**config.mk**
```make
export PLATFORM = sky130hd
export DESIGN_NAME = sequenciador_pc
export DESIGN_NICKNAME = d
export VERILOG_FILES = /design/src/rtl/pkg_labso.sv /design/src/rtl/sincroniza_borda.sv /design/src/rtl/sequenciador_pc.sv
export SDC_FILE = /design/constraint.sdc
export NUM_CORES = 1
export LEC_CHECK = 0
export ABC_AREA = 1
export CAP_MARGIN = 15
export CELL_PAD_IN_SITES_DETAIL_PLACEMENT = 1
export CELL_PAD_IN_SITES_GLOBAL_PLACEMENT = 1
export CORE_MARGIN = 5
export CORE_UTILIZATION = 35
export DETAILED_ROUTE_END_ITERATION = 16
export PLACE_DENSITY = 0.8
export SLEW_MARGIN = 20
export SYNTH_ARGS = -nofsm -noshare
export SYNTH_HDL_FRONTEND = slang
export SYNTH_SLANG_ARGS = --single-unit
```
**constraint.sdc**
```tcl
create_clock -name clock -period 3.9 [get_ports clock]
set_input_delay 0.585 -clock clock [delete_from_list [all_inputs] [get_ports clock]]
set_output_delay 0.585 -clock clock [all_outputs]
set_load 0.03 [all_outputs]
```
**src/rtl/pkg_labso.sv**
```systemverilog
// Shared definitions for the LabSO core: FSM state encoding and default address constants.
package pkg_labso;

    localparam int unsigned LARGURA_PC_PADRAO = 32;
    localparam int unsigned VETOR_SO_PADRAO   = 0;

    typedef enum logic [1:0] {
        EXECUTA = 2'd0,
        HALT    = 2'd1,
        ESPERA  = 2'd2
    } estado_t;

endpackage

```
**src/rtl/sincroniza_borda.sv**
```systemverilog
// Two-flop synchronizer for an asynchronous button followed by a registered rising-edge pulse.
module sincroniza_borda (
    input  logic clock,
    input  logic reset,
    input  logic entrada,
    output logic pulso
);

    logic sinc1, sinc2, anterior;

    always_ff @(posedge clock) begin
        if (reset) begin
            sinc1    <= 1'b0;
            sinc2    <= 1'b0;
            anterior <= 1'b0;
            pulso    <= 1'b0;
        end else begin
            sinc1    <= entrada;
            sinc2    <= sinc1;
            anterior <= sinc2;
            // One pulse per press, however long the button is held.
            pulso    <= sinc2 & ~anterior;
        end
    end

endmodule

```
**src/rtl/sequenciador_pc.sv**
```systemverilog
// Program-counter sequencer: next-pc selection, HALT / input-wait FSM and OS return register.
module sequenciador_pc
    import pkg_labso::*;
#(
    parameter int unsigned LARGURA_PC = LARGURA_PC_PADRAO,
    parameter int unsigned PC_RESET   = 0,
    parameter int unsigned VETOR_SO   = VETOR_SO_PADRAO
) (
    input  logic                  clock,
    input  logic                  reset,
    input  logic                  resultado_comparacao,
    input  logic                  eh_branch,
    input  logic                  eh_jump,
    input  logic                  eh_jr,
    input  logic                  eh_syscall,
    input  logic                  eh_retorno,
    input  logic                  eh_halt,
    input  logic                  eh_entrada,
    input  logic                  stall,
    input  logic                  retomar,
    input  logic                  botao_confirma,
    input  logic [15:0]           imediato,
    input  logic [25:0]           endereco_jump,
    input  logic [LARGURA_PC-1:0] valor_registrador,
    output logic [LARGURA_PC-1:0] pc,
    output logic [LARGURA_PC-1:0] pc_mais_um,
    output logic [LARGURA_PC-1:0] pc_salvo,
    output logic                  habilita_execucao,
    output logic                  parado,
    output logic                  esperando_entrada
);

    localparam logic [LARGURA_PC-1:0] PC_INICIAL = LARGURA_PC'(PC_RESET);
    localparam logic [LARGURA_PC-1:0] ENDERECO_SO = LARGURA_PC'(VETOR_SO);

    estado_t               estado, estado_prox;
    logic [LARGURA_PC-1:0] pc_prox, salvo_prox;
    logic [LARGURA_PC-1:0] alvo_branch, alvo_jump;
    logic                  confirma_pulso;

    sincroniza_borda u_sincroniza_borda (
        .clock   (clock),
        .reset   (reset),
        .entrada (botao_confirma),
        .pulso   (confirma_pulso)
    );

    assign pc_mais_um  = pc + 1'b1;
    assign alvo_branch = pc_mais_um + {{(LARGURA_PC-16){imediato[15]}}, imediato};
    assign alvo_jump   = {pc[LARGURA_PC-1:26], endereco_jump};

    always_comb begin
        pc_prox           = pc;
        salvo_prox        = pc_salvo;
        estado_prox       = estado;
        habilita_execucao = 1'b0;
        case (estado)
            EXECUTA: begin
                habilita_execucao = !stall;
                if (!stall) begin
                    if (eh_halt) begin
                        estado_prox = HALT;
                    end else if (eh_entrada) begin
                        if (confirma_pulso) begin
                            pc_prox = pc_mais_um;
                        end else begin
                            estado_prox       = ESPERA;
                            habilita_execucao = 1'b0;
                        end
                    end else if (eh_syscall) begin
                        salvo_prox = pc_mais_um;
                        pc_prox    = ENDERECO_SO;
                    end else if (eh_retorno) begin
                        pc_prox = pc_salvo;
                    end else if (eh_jr) begin
                        pc_prox = valor_registrador;
                    end else if (eh_jump) begin
                        pc_prox = alvo_jump;
                    end else if (eh_branch && resultado_comparacao) begin
                        pc_prox = alvo_branch;
                    end else begin
                        pc_prox = pc_mais_um;
                    end
                end
            end
            HALT: begin
                // Step over the halt instruction exactly once when resumed.
                if (retomar) begin
                    pc_prox     = pc_mais_um;
                    estado_prox = EXECUTA;
                end
            end
            ESPERA: begin
                if (confirma_pulso) begin
                    habilita_execucao = 1'b1;
                    pc_prox           = pc_mais_um;
                    estado_prox       = EXECUTA;
                end
            end
            default: estado_prox = EXECUTA;
        endcase
    end

    always_ff @(posedge clock) begin
        if (reset) begin
            estado            <= EXECUTA;
            pc                <= PC_INICIAL;
            pc_salvo          <= '0;
            parado            <= 1'b0;
            esperando_entrada <= 1'b0;
        end else begin
            estado            <= estado_prox;
            pc                <= pc_prox;
            pc_salvo          <= salvo_prox;
            parado            <= (estado_prox == HALT);
            esperando_entrada <= (estado_prox == ESPERA);
        end
    end

endmodule
```
# Word level (Yosys, flattened, before mapping)
# Cells that the tools add are included.
# Widths: inputs -> output; s select.
# word_totals
ff_bits,72
inputBits,87
output_inout_bits,99
elab_cells,56
# classes
addsub,2
n_eq_ne,8
mux,24
bitwise,5
reduce_logical,7
# op_table
op,count
$mux 32,10
$pmux 32 s3,1
$add 32x1->32 const B,1
$add 32x32->32,1
$mux 2,6
$reduce_and 5->1,2
$ne 2x2->1 const B,3
$ne 6x6->1 const B,1
$pmux 2 s3,1
$mux 1,5
$eq 2x1->1 const B,2
$eq 2x2->1 const B,2
$not 1->1,4
$reduce_and 4->1,1
$reduce_bool 3->1,1
$logic_not 2->1,1
$pmux 1 s2,1
$and 1x1->1,1
$logic_and 1x1->1,1
$logic_not 1->1,1

# Logic depth before layout (Yosys ltp)
# Gate-level depths: netlist of run 1.
# logic_depth
ltp_word,11
ltp_mapped,28
depth_no_buf,28

# Hierarchy
# A second synthesis of run 1 with hierarchy kept.
# unflattened
cells_unflattened,1580
hier_area_um2,8614.5
# modules_own_cells
mod,instances,cells_each,area_per_inst_um2,seq_area_each_um2
sequenciador_pc,1,1568,8499.4,1361.3
sincroniza_borda,1,12,115.1,80.1

# Worst setup path before layout of run 1
# OpenSTA, ideal clock, no wires.
# synth_timing
path_kind,reg-to-reg
start,register pc[1]
end,register pc[28]
setup_time_ns,0.132
t_arrival_ns,3.311
required_time_ns,3.768
slack_ns,0.457
stages_incl_launch_ff,27
path_buffers,0
synth_period_minus_slack_ns,3.443
cell_sequence,dfxtp_1 > ha_1 > nand2_2 > nor2_4 > nand2_4 > nor3_4 > inv_2 > or2_0 > and2_4 > inv_1 > ha_1 > nand2_1 > inv_1 > nand2_1 > nand2_1 > a21oi_1 > nor2_1 > nor2_1 > nand2_1 > nand2_1 > nand3_1 > nand2_1 > nand2_1 > nand2_1 > nand2_1 > nand2_1 > a21oi_1
# synth_via
elab_chain_cells,11
word_cells_on_any_way,13
classes_between,2 x add/sub; 11 x mux
# synth_lines
element,line_no,text
from (decl),sequenciador_pc.sv:25,"output logic [LARGURA_PC-1:0] pc,"
from (signal assigned),sequenciador_pc.sv:113,pc <= pc_prox;
$add 32x1->32,sequenciador_pc.sv:48,assign pc_mais_um = pc + 1'b1;
named net pc_mais_um[14],sequenciador_pc.sv:26,"output logic [LARGURA_PC-1:0] pc_mais_um,"
$add 32x32->32,sequenciador_pc.sv:49,"assign alvo_branch = pc_mais_um + {{(LARGURA_PC-16){imediato[15]}}, imediato};"
$mux 32,sequenciador_pc.sv:79,end else if (eh_branch && resultado_comparacao) begin
$mux 32,sequenciador_pc.sv:77,end else if (eh_jump) begin
$mux 32,sequenciador_pc.sv:75,end else if (eh_jr) begin
$mux 32,sequenciador_pc.sv:73,end else if (eh_retorno) begin
$mux 32,sequenciador_pc.sv:70,end else if (eh_syscall) begin
$mux 32,sequenciador_pc.sv:63,end else if (eh_entrada) begin
$mux 32,sequenciador_pc.sv:61,if (eh_halt) begin
$mux 32,sequenciador_pc.sv:60,if (!stall) begin
$pmux 32 s3,sequenciador_pc.sv:57,case (estado)
# The timed path passes the listed nets, and every way through them passes these cells. The select of a mux whose other input is x is not followed.
# A chain may end at the register's enable or synchronous reset.

# Worst setup path in the final report of run 1
# layout_timing
start,register pc[8]
end,register pc[23]
# layout_via
elab_chain_cells,11
word_cells_on_any_way,13
classes_between,2 x add/sub; 11 x mux
# layout_lines
element,line_no
$add 32x1->32 *,sequenciador_pc.sv:48
$add 32x32->32,sequenciador_pc.sv:49
$mux 32,sequenciador_pc.sv:79
$mux 32,sequenciador_pc.sv:77
$mux 32,sequenciador_pc.sv:75
$mux 32,sequenciador_pc.sv:73
$mux 32,sequenciador_pc.sv:70
$mux 32,sequenciador_pc.sv:63
$mux 32,sequenciador_pc.sv:61
$mux 32,sequenciador_pc.sv:60
$pmux 32 s3 *,sequenciador_pc.sv:57
# Mark *: on every way between the ends. The rest lies on a longest branch, timed or not. The select of a mux whose other input is x is not followed.

==> impl_metrics.json, run 1 <==
{
  "clock_latency_ns": 0.35,
  "ys_ff_latch": 72,
  "pwr-share-clk_pct": 25.1,
  "period_minus_slack_ns": 3.68,
  "slew_headroom_pct": 32.5,
  "drt_pass1_iterations": 5,
  "status": "complete, no violations",
  "p_sw_mw": 1.80,
  "grt_pass1_vias": 11408,
  "gr-usage-all-layers_pct": 31.4,
  "n_antenna_cell": 0,
  "seq_area_frac_synth_pct": 17.0,
  "ys_types": 50,
  "dieArea_mm2": 0.0274,
  "tritoncts": "done",
  "gr-total-overflow": 0,
  "place_hpwl_um": 34200,
  "leakagePower_nw": 5.41,
  "utilization_pct": 47.3,
  "vias": 11357,
  "critPathLaunchType": "register",
  "slew_violations": 0,
  "synth-edff-count": 0,
  "combPwrFrac_pct": 52.5,
  "ys.warnings.count": 0,
  "intPower_mw": 2.20,
  "wirelength_um": 43400,
  "maxCapViolations": 0,
  "synth_ff_type": "dfxtp_1",
  "die_h_um": 166,
  "finalClockSkew_ns": 0.00852,
  "rsz0062_at_grt": "yes",
  "clock-root-buffer": "clkbuf_16",
  "clk_pin_slew_ns": 0.06,
  "finalPower_mw": 4.00,
  "crit_arrival_ns": 3.91,
  "critPathMaxFanout": 5,
  "htree_levels": 3,
  "grt_pass1_wl_um": 65600,
  "fin_nets": 1886,
  "area_growth_pct": 34.3,
  "synthArstFlopShare_pct": 0,
  "hold_viol": 0,
  "syn-num-nets": 1694,
  "viasPerCell": 5.45,
  "drt_iter0_drc": 808,
  "postPlaceCellArea_mm2": 0.0110,
  "fp.dieW_um": 166,
  "final_cell_area_mm2": 0.0114,
  "start_util_pct": 35.2,
  "clk_path_buf_depth": 2,
  "routabilityCongestion": 0.964,
  "fin_crit_sh_pct": 94.4,
  "fmax_ghz": 0.272,
  "worst_slew_pin_slew_ns": 1.01,
  "power_frac_seq_pct": 22.4,
  "grt_max_degree": 48,
  "cp-end-kind": "register",
  "cts_sinks": 72,
  "syn_area_mm2": 0.00847,
  "port_buffers": 185,
  "synthCells": 1563,
  "drive_gt1_share_pct": 7.50,
  "worstPathRequired_ns": 4.13,
  "power_density_mw_per_mm2": 352,
  "route.detailed.drc": 0,
  "path_class": "reg -> reg",
  "hold_buffers": 0,
  "hp-class": "reg -> reg",
  "wl_per_cell_um": 20.8,
  "p_sw_share_pct": 44.9,
  "synth.avg_cell_area_um2": 5.42,
  "ir_worst_vdd_mv": 0.210,
  "ios": 186,
  "cts_buffers": 9,
  "setup_viol": 0,
  "grt_antenna_before_repair": 1,
  "postRouteAntennaNets": 0,
  "core_mm2": 0.0240,
  "num_rows": 57
}
-- kinds of logic after synthesis --
group | synth area share (%)
AND/OR/NAND/NOR | 38.2
AO/OA/AOI/OAI | 22.4
buffers and inverters | 13.5
flip-flops | 17.0
adder cells (fa/ha/maj) | 6.59
XOR/XNOR | 2.26
-- placed cells by master, fill, tap and decap left out, types with 3 or more instances in the layout --
| master | instances |
|---|---|
| a221oi_1 | 13 |
| nand2_2 | 10 |
| inv_2 | 8 |
| or2_2 | 3 |
| buf_4 | 60 |
| ha_2 | 4 |
| o21ai_0 | 112 |
| xor2_2 | 3 |
| nand3_1 | 89 |
| clkdlybuf4s50_1 | 185 |
| nand4_1 | 13 |
| o221ai_1 | 3 |
| nor3_1 | 11 |
| o21ai_1 | 17 |
| bufinv_16 | 3 |
| clkinv_1 | 4 |
| dfxtp_1 | 68 |
| nor2_1 | 136 |
| xor2_1 | 9 |
| clkbuf_16 | 9 |
| nor2_4 | 4 |
| a22oi_1 | 4 |
| nand2_1 | 505 |
| a21oi_1 | 135 |
| o21ai_2 | 3 |
| ha_1 | 39 |
| o22ai_1 | 12 |
| dfxtp_2 | 4 |
| o211ai_1 | 21 |
| inv_1 | 225 |
| nand3b_1 | 3 |
| xnor2_1 | 3 |
| o21bai_1 | 5 |
| nor2_2 | 5 |
-- synthesized netlist by cell type, types with 2 or more instances --
cell type | count | area, um^2
dfxtp_1 | 72 | 1440
o211ai_1 | 21 | 158
inv_1 | 227 | 852
o22ai_1 | 12 | 75.1
nand4_1 | 13 | 81.3
a21oi_1 | 135 | 676
and2_1 | 2 | 12.5
o21ai_1 | 18 | 90.1
a221oi_1 | 13 | 114
clkinv_1 | 4 | 15.0
o221ai_1 | 3 | 26.3
a221o_1 | 2 | 20.0
a22oi_1 | 4 | 30.0
nor2_2 | 2 | 12.5
xor2_1 | 12 | 105
nand3_1 | 89 | 445
buf_2 | 7 | 35.0
nand3b_1 | 3 | 22.5
nand2_2 | 7 | 43.8
inv_2 | 6 | 22.5
nor2_1 | 139 | 522
xnor2_2 | 2 | 32.5
nand2_1 | 508 | 1910
o21ai_0 | 112 | 561
clkbuf_1 | 55 | 206
buf_1 | 4 | 15.0
or2_2 | 3 | 18.8
nor3_1 | 11 | 55.1
o21bai_1 | 5 | 37.5
a21o_1 | 2 | 15.0
o21ai_2 | 2 | 17.5
ha_1 | 43 | 538
a21oi_2 | 2 | 17.5
xnor2_1 | 3 | 26.3
o21ba_1 | 2 | 20.0
nor2_4 | 4 | 45.0
-- layer usage --
layer  part of all wire (%)  routed length, um  track usage (%)
met1                     43              18700             41.7
met2                     45              19700             50.6
met3                    8.3               3620             6.53
met4                    3.2               1370             10.6
met5                  0.018                  8                0
-- power by group through the flow --
stage / sequential [mW] / combinational (mW) / clock (mW)
final: 0.896 / 2.10 / 1.01
after global placement: 0.902 / 2.01 / 0
after detailed placement: 0.903 / 2.05 / 0
after floorplan: 0.999 / 1.09 / 0
after CTS: 0.889 / 2.07 / 1.02
after global routing: 0.904 / 2.29 / 1.04
-- through the flow --
stage / setup TNS [ns] / std cells / worst slack [ns] / hold slack, ns
finish: 0 / 2084 / 0.217 / 0.392
global route: -0.0634 / 2084 / -0.0213 / 0.417
CTS: 0 / 2083 / 0.0258 / 0.393
detailed placement: 0 / 2067 / 0.0241 / 0.385
global placement: 0 / 2067 / 0.169 / 0.378
floorplan: 0 / 1563 / 0.457 / 0.374
-- area by class of cell --
class / count / area, um^2
inverters: 237 / 890
multi-input cells: 1188 / 5930
flip-flops and latches: 72 / 1450
fillers: 3430 / 12700
well taps: 324 / 405
clock inverters: 5 / 103
repair buffers: 247 / 2340
clock buffers: 11 / 253
-- worst max-delay path, stage by stage (launching register included) --
cell     delay [ns]
dfxtp_1        0.45
nand2_1        0.14
nor2_1         0.21
nand2_1        0.13
nor2_4         0.30
xnor2_1        0.28
inv_2          0.14
ha_1           0.34
nand2_1        0.11
nor2_2         0.16
nand2_1        0.18
nor2_1         0.14
nand2_1        0.15
nand3_1        0.13
nand2_1        0.05
nand3_1        0.08
nand2_1        0.05
nand2_1        0.13
nand2_1        0.07
nand2_1        0.12
nand2_1        0.06
nand2_1        0.06
a21oi_1        0.06
-- flip-flops by register name, summed over array words and instances (netlist names) --
name	cells
u_sincroniza_borda.sinc1	1
estado	2
esperando_entrada	1
u_sincroniza_borda.sinc2	1
parado	1
u_sincroniza_borda.pulso	1
pc_salvo	32
pc	32
u_sincroniza_borda.anterior	1
-- final timing paths --
| check | from | slack (ns) | depth (start not counted) | endpoint |
|---|---|---|---|---|
| min reg2reg | u_sincroniza_borda.anterior | 0.39 | 1 | u_sincroniza_borda.pulso |
| min | u_sincroniza_borda.anterior | 0.39 | 1 | u_sincroniza_borda.pulso |
| max | pc[8] | 0.22 | 22 | pc[23] |
| max reg2reg | pc[8] | 0.22 | 22 | pc[23] |
-- repair_timing --
action	CTS	global route
pin swaps	0	1
endpoints found under the setup margin	2	15
resized for setup	1	18
setup buffers	0	1
No activity file was read; power rests on OpenSTA's default activity.
==> run 2, diff against run 1 <==
--- a/config.mk
+++ b/config.mk
@@ -10,9 +10,9 @@
 export CELL_PAD_IN_SITES_DETAIL_PLACEMENT = 1
 export CELL_PAD_IN_SITES_GLOBAL_PLACEMENT = 1
 export CORE_MARGIN = 5
-export CORE_UTILIZATION = 35
+export CORE_UTILIZATION = 37
 export DETAILED_ROUTE_END_ITERATION = 16
-export PLACE_DENSITY = 0.8
+export PLACE_DENSITY = 0.94
 export SLEW_MARGIN = 20
 export SYNTH_ARGS = -nofsm -noshare
 export SYNTH_HDL_FRONTEND = slang
==> constraint.sdc (replaced) <==
create_clock -name clock -period 4.4 [get_ports clock]
set_input_delay 0.66 -clock clock [delete_from_list [all_inputs] [get_ports clock]]
set_output_delay 0.66 -clock clock [all_outputs]
set_load 0.03 [all_outputs]
==> impl_metrics.json, run 2 (same netlist as run 1, synthesis figures left out) <==
{
  "status": "complete, no violations",
  "layout_commonest_cell": "nand2_1",
  "gr-total-overflow": 0,
  "area_growth_pct": 30.0,
  "hold_buffers": 0,
  "fp.dieW_um": 161,
  "finalWorstSetupSlack_ns": 0.264,
  "grt_pass1_vias": 12277,
  "place_hpwl_um": 32600,
  "start_util_pct": 37.5,
  "drive_gt1_share_pct": 4.80,
  "gr-usage-all-layers_pct": 32.1,
  "drt_iter0_drc": 951,
  "port_buffers": 185,
  "utilization_pct": 48.8,
  "clock-root-buffer": "clkbuf_16",
  "ir_worst_vdd_mv": 0.199,
  "finalClockSkew_ns": 0.00733,
  "cts_buffers": 9,
  "power_density_mw_per_mm2": 318,
  "vias": 11700,
  "crit_arrival_ns": 4.37,
  "grt_pass1_wl_um": 66600,
  "hold_viol": 0,
  "cts_resized": 0,
  "nFillCells": 3179,
  "setup_viol": 0,
  "clk_path_buf_depth": 2,
  "grt_max_degree": 52,
  "cts_setup_buffers": 0,
  "cts_sinks": 72,
  "hold_ws_ns": 0.396,
  "min-delay-start": "u_sincroniza_borda.anterior",
  "routabilityCongestion": 0.955,
  "dieArea_mm2": 0.0260,
  "clk_pin_slew_ns": 0.06,
  "worstPathCellList": "nand2_1, nor2_1, nand2_1, nor2_1, xor2_2, inv_1, ha_1, nand2_1, nor2_1, inv_1, nor3_1, nand2_1, nand2_1, nand2_1, nand3_1, nand3_1, nand2_1, nand2_1, nand2_1, nand2_1, nand2_1, a21oi_1",
  "hp-class": "reg -> reg",
  "crit_top_cell": "nand2_1",
  "worstPathRequired_ns": 4.63,
  "wirelength_um": 43000,
  "critPathLaunchType": "register",
  "leakagePower_nw": 5.24,
  "maxCapViolations": 0,
  "die_h_um": 161,
  "critPathMaxStageDelay_ns": 0.46,
  "cp_slowest_cell": "dfxtp_1",
  "slew_violations": 0,
  "fmax_ghz": 0.242,
  "viasPerCell": 5.81,
  "drt_pass1_iterations": 5,
  "fin_nets": 1854,
  "postRouteAntennaNets": 0,
  "place_ws_ns": 0.345,
  "route.detailed.drc": 0,
  "crit_start": "pc[2]",
  "tritoncts": "done",
  "ios": 186,
  "num_rows": 55,
  "n_antenna_cell": 0,
  "core_mm2": 0.0226,
  "slew_headroom_pct": 25.7,
  "fin_crit_sh_pct": 94.0,
  "worst_slew_pin_slew_ns": 1.11,
  "htree_levels": 3,
  "wl_per_cell_um": 21.4,
  "most-common-layout-cells": "nand2_1 (508), inv_1 (226), clkdlybuf4s50_1 (185), nor2_1 (138), a21oi_1 (135)",
  "critPathMaxFanout": 6,
  "clock_latency_ns": 0.35,
  "cp-end-kind": "register",
  "grt_antenna_before_repair": 1,
  "r2r_start": "pc[2]",
  "top_regs": "pc x32, pc_salvo x32, estado x2",
  "path_class": "reg -> reg",
  "period_minus_slack_ns": 4.14
}
run 2: critical path, delay by kind of cell, from the launching register on:
| family | cells | cell delay (ns) |
|---|---|---|
| buf+inv | 2 | 0.28 |
| flops | 1 | 0.46 |
| fa+ha+maj | 1 | 0.33 |
| simple gates | 17 | 2.51 |
| compound gates | 1 | 0.06 |
| xor+xnor | 1 | 0.38 |
run 2: layout make-up:
cell class	instances	area [um^2]	area share [%]
clock buffers	11	253	2.30
clock inverters	5	103	0.932
inverters	237	890	8.08
multi-input cells	1188	5890	53.5
flip-flops and latches	72	1440	13.1
well taps	285	357	3.24
repair buffers	215	2080	18.9
run 2: worst paths after layout:
path	endpoint	depth (start not counted)	slack (ns)
worst min-delay path	u_sincroniza_borda.pulso	1	0.40
worst max-delay path	pc[22]	22	0.26
worst max register to register	pc[22]	22	0.26
worst min register to register	u_sincroniza_borda.pulso	1	0.40
run 2: where the power goes:
| group | total (mW) | switching [mW] | internal (mW) |
|---|---|---|---|
| logic | 1.80 | 1.19 | 0.609 |
| registers | 0.811 | 0.103 | 0.708 |
| clock network | 0.892 | 0.308 | 0.584 |
run 2: metal layers:
layer  global-route usage [%]  part of all wire, %  vias up
li1                         -                    -     5331
met1                     39.7                   39     5517
met2                     53.5                   46      685
met3                     6.07                  9.8      165
met4                     16.1                  5.2        2
met5                        0                0.030        -
run 2: per-stage QoR:
step | instances | setup TNS (ns) | cell area [um^2] | total power, mW
floorplan | 1563 | 0 | 8470 | 1.85
finish | 2013 | 0 | 11000 | 3.50
detailed placement | 1997 | 0 | 10600 | 2.55
global route | 2013 | -0.00323 | 11000 | 3.68
global placement | 1997 | 0 | 10600 | 2.48
CTS | 2013 | 0 | 11000 | 3.46
==> run 3, diff against run 2 <==
--- a/config.mk
+++ b/config.mk
@@ -10,9 +10,9 @@
 export CELL_PAD_IN_SITES_DETAIL_PLACEMENT = 1
 export CELL_PAD_IN_SITES_GLOBAL_PLACEMENT = 1
 export CORE_MARGIN = 5
-export CORE_UTILIZATION = 37
+export CORE_UTILIZATION = 31
 export DETAILED_ROUTE_END_ITERATION = 16
-export PLACE_DENSITY = 0.94
+export PLACE_DENSITY_LB_ADDON = 0.1
 export SLEW_MARGIN = 20
 export SYNTH_ARGS = -nofsm -noshare
 export SYNTH_HDL_FRONTEND = slang
==> constraint.sdc (replaced) <==
create_clock -name clock -period 3.5 [get_ports clock]
set_input_delay 0.525 -clock clock [delete_from_list [all_inputs] [get_ports clock]]
set_output_delay 0.525 -clock clock [all_outputs]
set_load 0.03 [all_outputs]
==> impl_metrics.json, run 3 (same netlist as run 1, synthesis figures left out) <==
{
  "status": "complete, no violations",
  "worst_slew_pin_slew_ns": 0.825,
  "clk_path_buf_depth": 2,
  "postPlaceCellArea_mm2": 0.0115,
  "cts_buffers": 9,
  "fp.dieW_um": 175,
  "fin_nets": 1965,
  "power_density_mw_per_mm2": 375,
  "critPathLaunchType": "register",
  "dieArea_mm2": 0.0307,
  "clock_latency_ns": 0.34,
  "wirelength_um": 45000,
  "num_rows": 60,
  "crit_top_cell": "nand2_2",
  "period_minus_slack_ns": 3.36,
  "hp-class": "reg -> reg",
  "finalClockSkew_ns": 0.00692,
  "layout_commonest_cell": "nand2_1",
  "hold_viol": 0,
  "finalWorstSetupSlack_ns": 0.136,
  "cp-end-kind": "primary output",
  "drt_iter0_drc": 859,
  "start_util_pct": 31.4,
  "most-common-layout-cells": "nand2_1 (486), inv_1 (217), clkdlybuf4s50_1 (183), buf_4 (138), a21oi_1 (126)",
  "path_class": "reg -> out",
  "die_h_um": 175,
  "route.detailed.drc": 0,
  "n_antenna_cell": 0,
  "crit_arrival_ns": 2.84,
  "worstPathCellList": "ha_2, nand2_2, nor2_4, nand2_4, nor3_4, buf_6, nand2_2, xnor2_4, buf_4, clkdlybuf4s50_1",
  "clock-root-buffer": "clkbuf_16",
  "top_regs": "pc x32, pc_salvo x32, estado x2",
  "postRouteAntennaNets": 0,
  "ios": 186,
  "wl_per_cell_um": 20.7,
  "fmax_ghz": 0.297,
  "slew_violations": 0,
  "setup_viol": 0,
  "area_growth_pct": 46.4,
  "gr-usage-all-layers_pct": 28.3,
  "final_cell_area_mm2": 0.0124,
  "utilization_pct": 46.0,
  "leakagePower_nw": 5.81,
  "vias": 11380,
  "drt_pass1_iterations": 5,
  "port_buffers": 185,
  "fin_crit_sh_pct": 96.1,
  "core_mm2": 0.0270,
  "ir_worst_vdd_mv": 0.185,
  "viasPerCell": 5.22,
  "drive_gt1_share_pct": 16.7,
  "slew_headroom_pct": 44.6,
  "gr-total-overflow": 0,
  "grt_max_degree": 52,
  "hold_ws_ns": 0.395,
  "cts_sinks": 72,
  "critPathMaxStageDelay_ns": 0.68,
  "clk_pin_slew_ns": 0.06,
  "path_delay_family": "buffers and inverters",
  "rsz0062_at_grt": "yes",
  "maxCapViolations": 0,
  "critPathMaxFanout": 5,
  "tritoncts": "done",
  "routabilityCongestion": 0.939,
  "cp_slowest_cell": "clkdlybuf4s50_1",
  "grt_antenna_before_repair": 0,
  "worstPathRequired_ns": 2.97,
  "htree_levels": 3,
  "path_buf_inv": 3,
  "place_hpwl_um": 36200,
  "place_ws_ns": -0.186,
  "grt_pass1_wl_um": 67700,
  "grt_pass1_vias": 11366
}
## run 3: metal layers
metal	global-route usage (%)	share of wire [%]	vias to the layer above
met5	0	0	-
met4	5.79	1.9	0
met3	3.72	5.9	46
met2	46.1	45	348
met1	40.1	47	5436
li1	-	-	5550
## run 3: power breakdown
part | switching, mW | internal (mW)
clock | 0.392 | 0.618
combinational | 1.64 | 1.02
sequential | 0.0851 | 0.896
## run 3: area by class of cell
| type | instances | area [um^2] |
|---|---|---|
| clock inverter | 6 | 85.1 |
| tap | 341 | 427 |
| fill | 3670 | 14600 |
| inverter | 237 | 890 |
| clock buffer | 9 | 225 |
| sequential | 72 | 1470 |
| multi-input combinational | 1188 | 6360 |
| timing repair buffer | 326 | 2940 |
## run 3: final timing paths
kind / endpoint / slack [ns] / cells after the start / startpoint
setup / recovery: pc_mais_um[18] / 0.14 / 10 / pc[1]
hold / removal: u_sincroniza_borda.pulso / 0.39 / 1 / u_sincroniza_borda.anterior
setup reg to reg: pc[19] / 0.17 / 24 / pc[1]
hold reg to reg: u_sincroniza_borda.pulso / 0.39 / 1 / u_sincroniza_borda.anterior
## run 3: stage by stage
stage | setup TNS [ns] | std cells | power (mW)
after floorplan | 0 | 1563 | 2.33
after global placement | -0.780 | 2157 | 3.43
final | 0 | 2179 | 4.65
after CTS | 0 | 2173 | 4.51
after global routing | -0.355 | 2179 | 4.92
after detailed placement | -0.925 | 2157 | 3.47
## run 3: what timing repair did
| item | in CTS | in global routing |
|---|---|---|
| cloned | 0 | 0 |
| resized for setup | 16 | 123 |
| setup endpoints to repair | 12 | 29 |
| buffers inserted | 1 | 6 |
| hold buffers | 0 | 0 |
| pin swaps | 1 | 18 |
| hold endpoints to repair | 0 | 0 |
## run 3: worst register-to-register path: cells and delay by family, from the launching register on
family,cells,cell delay [ns]
AOI/OAI and AO/OA,1,0.06
and+or+nand+nor,18,1.87
adders and majority gates,2,0.52
xor gates and xnor gates,1,0.18
buffers and inverters,2,0.22
DFF,1,0.37
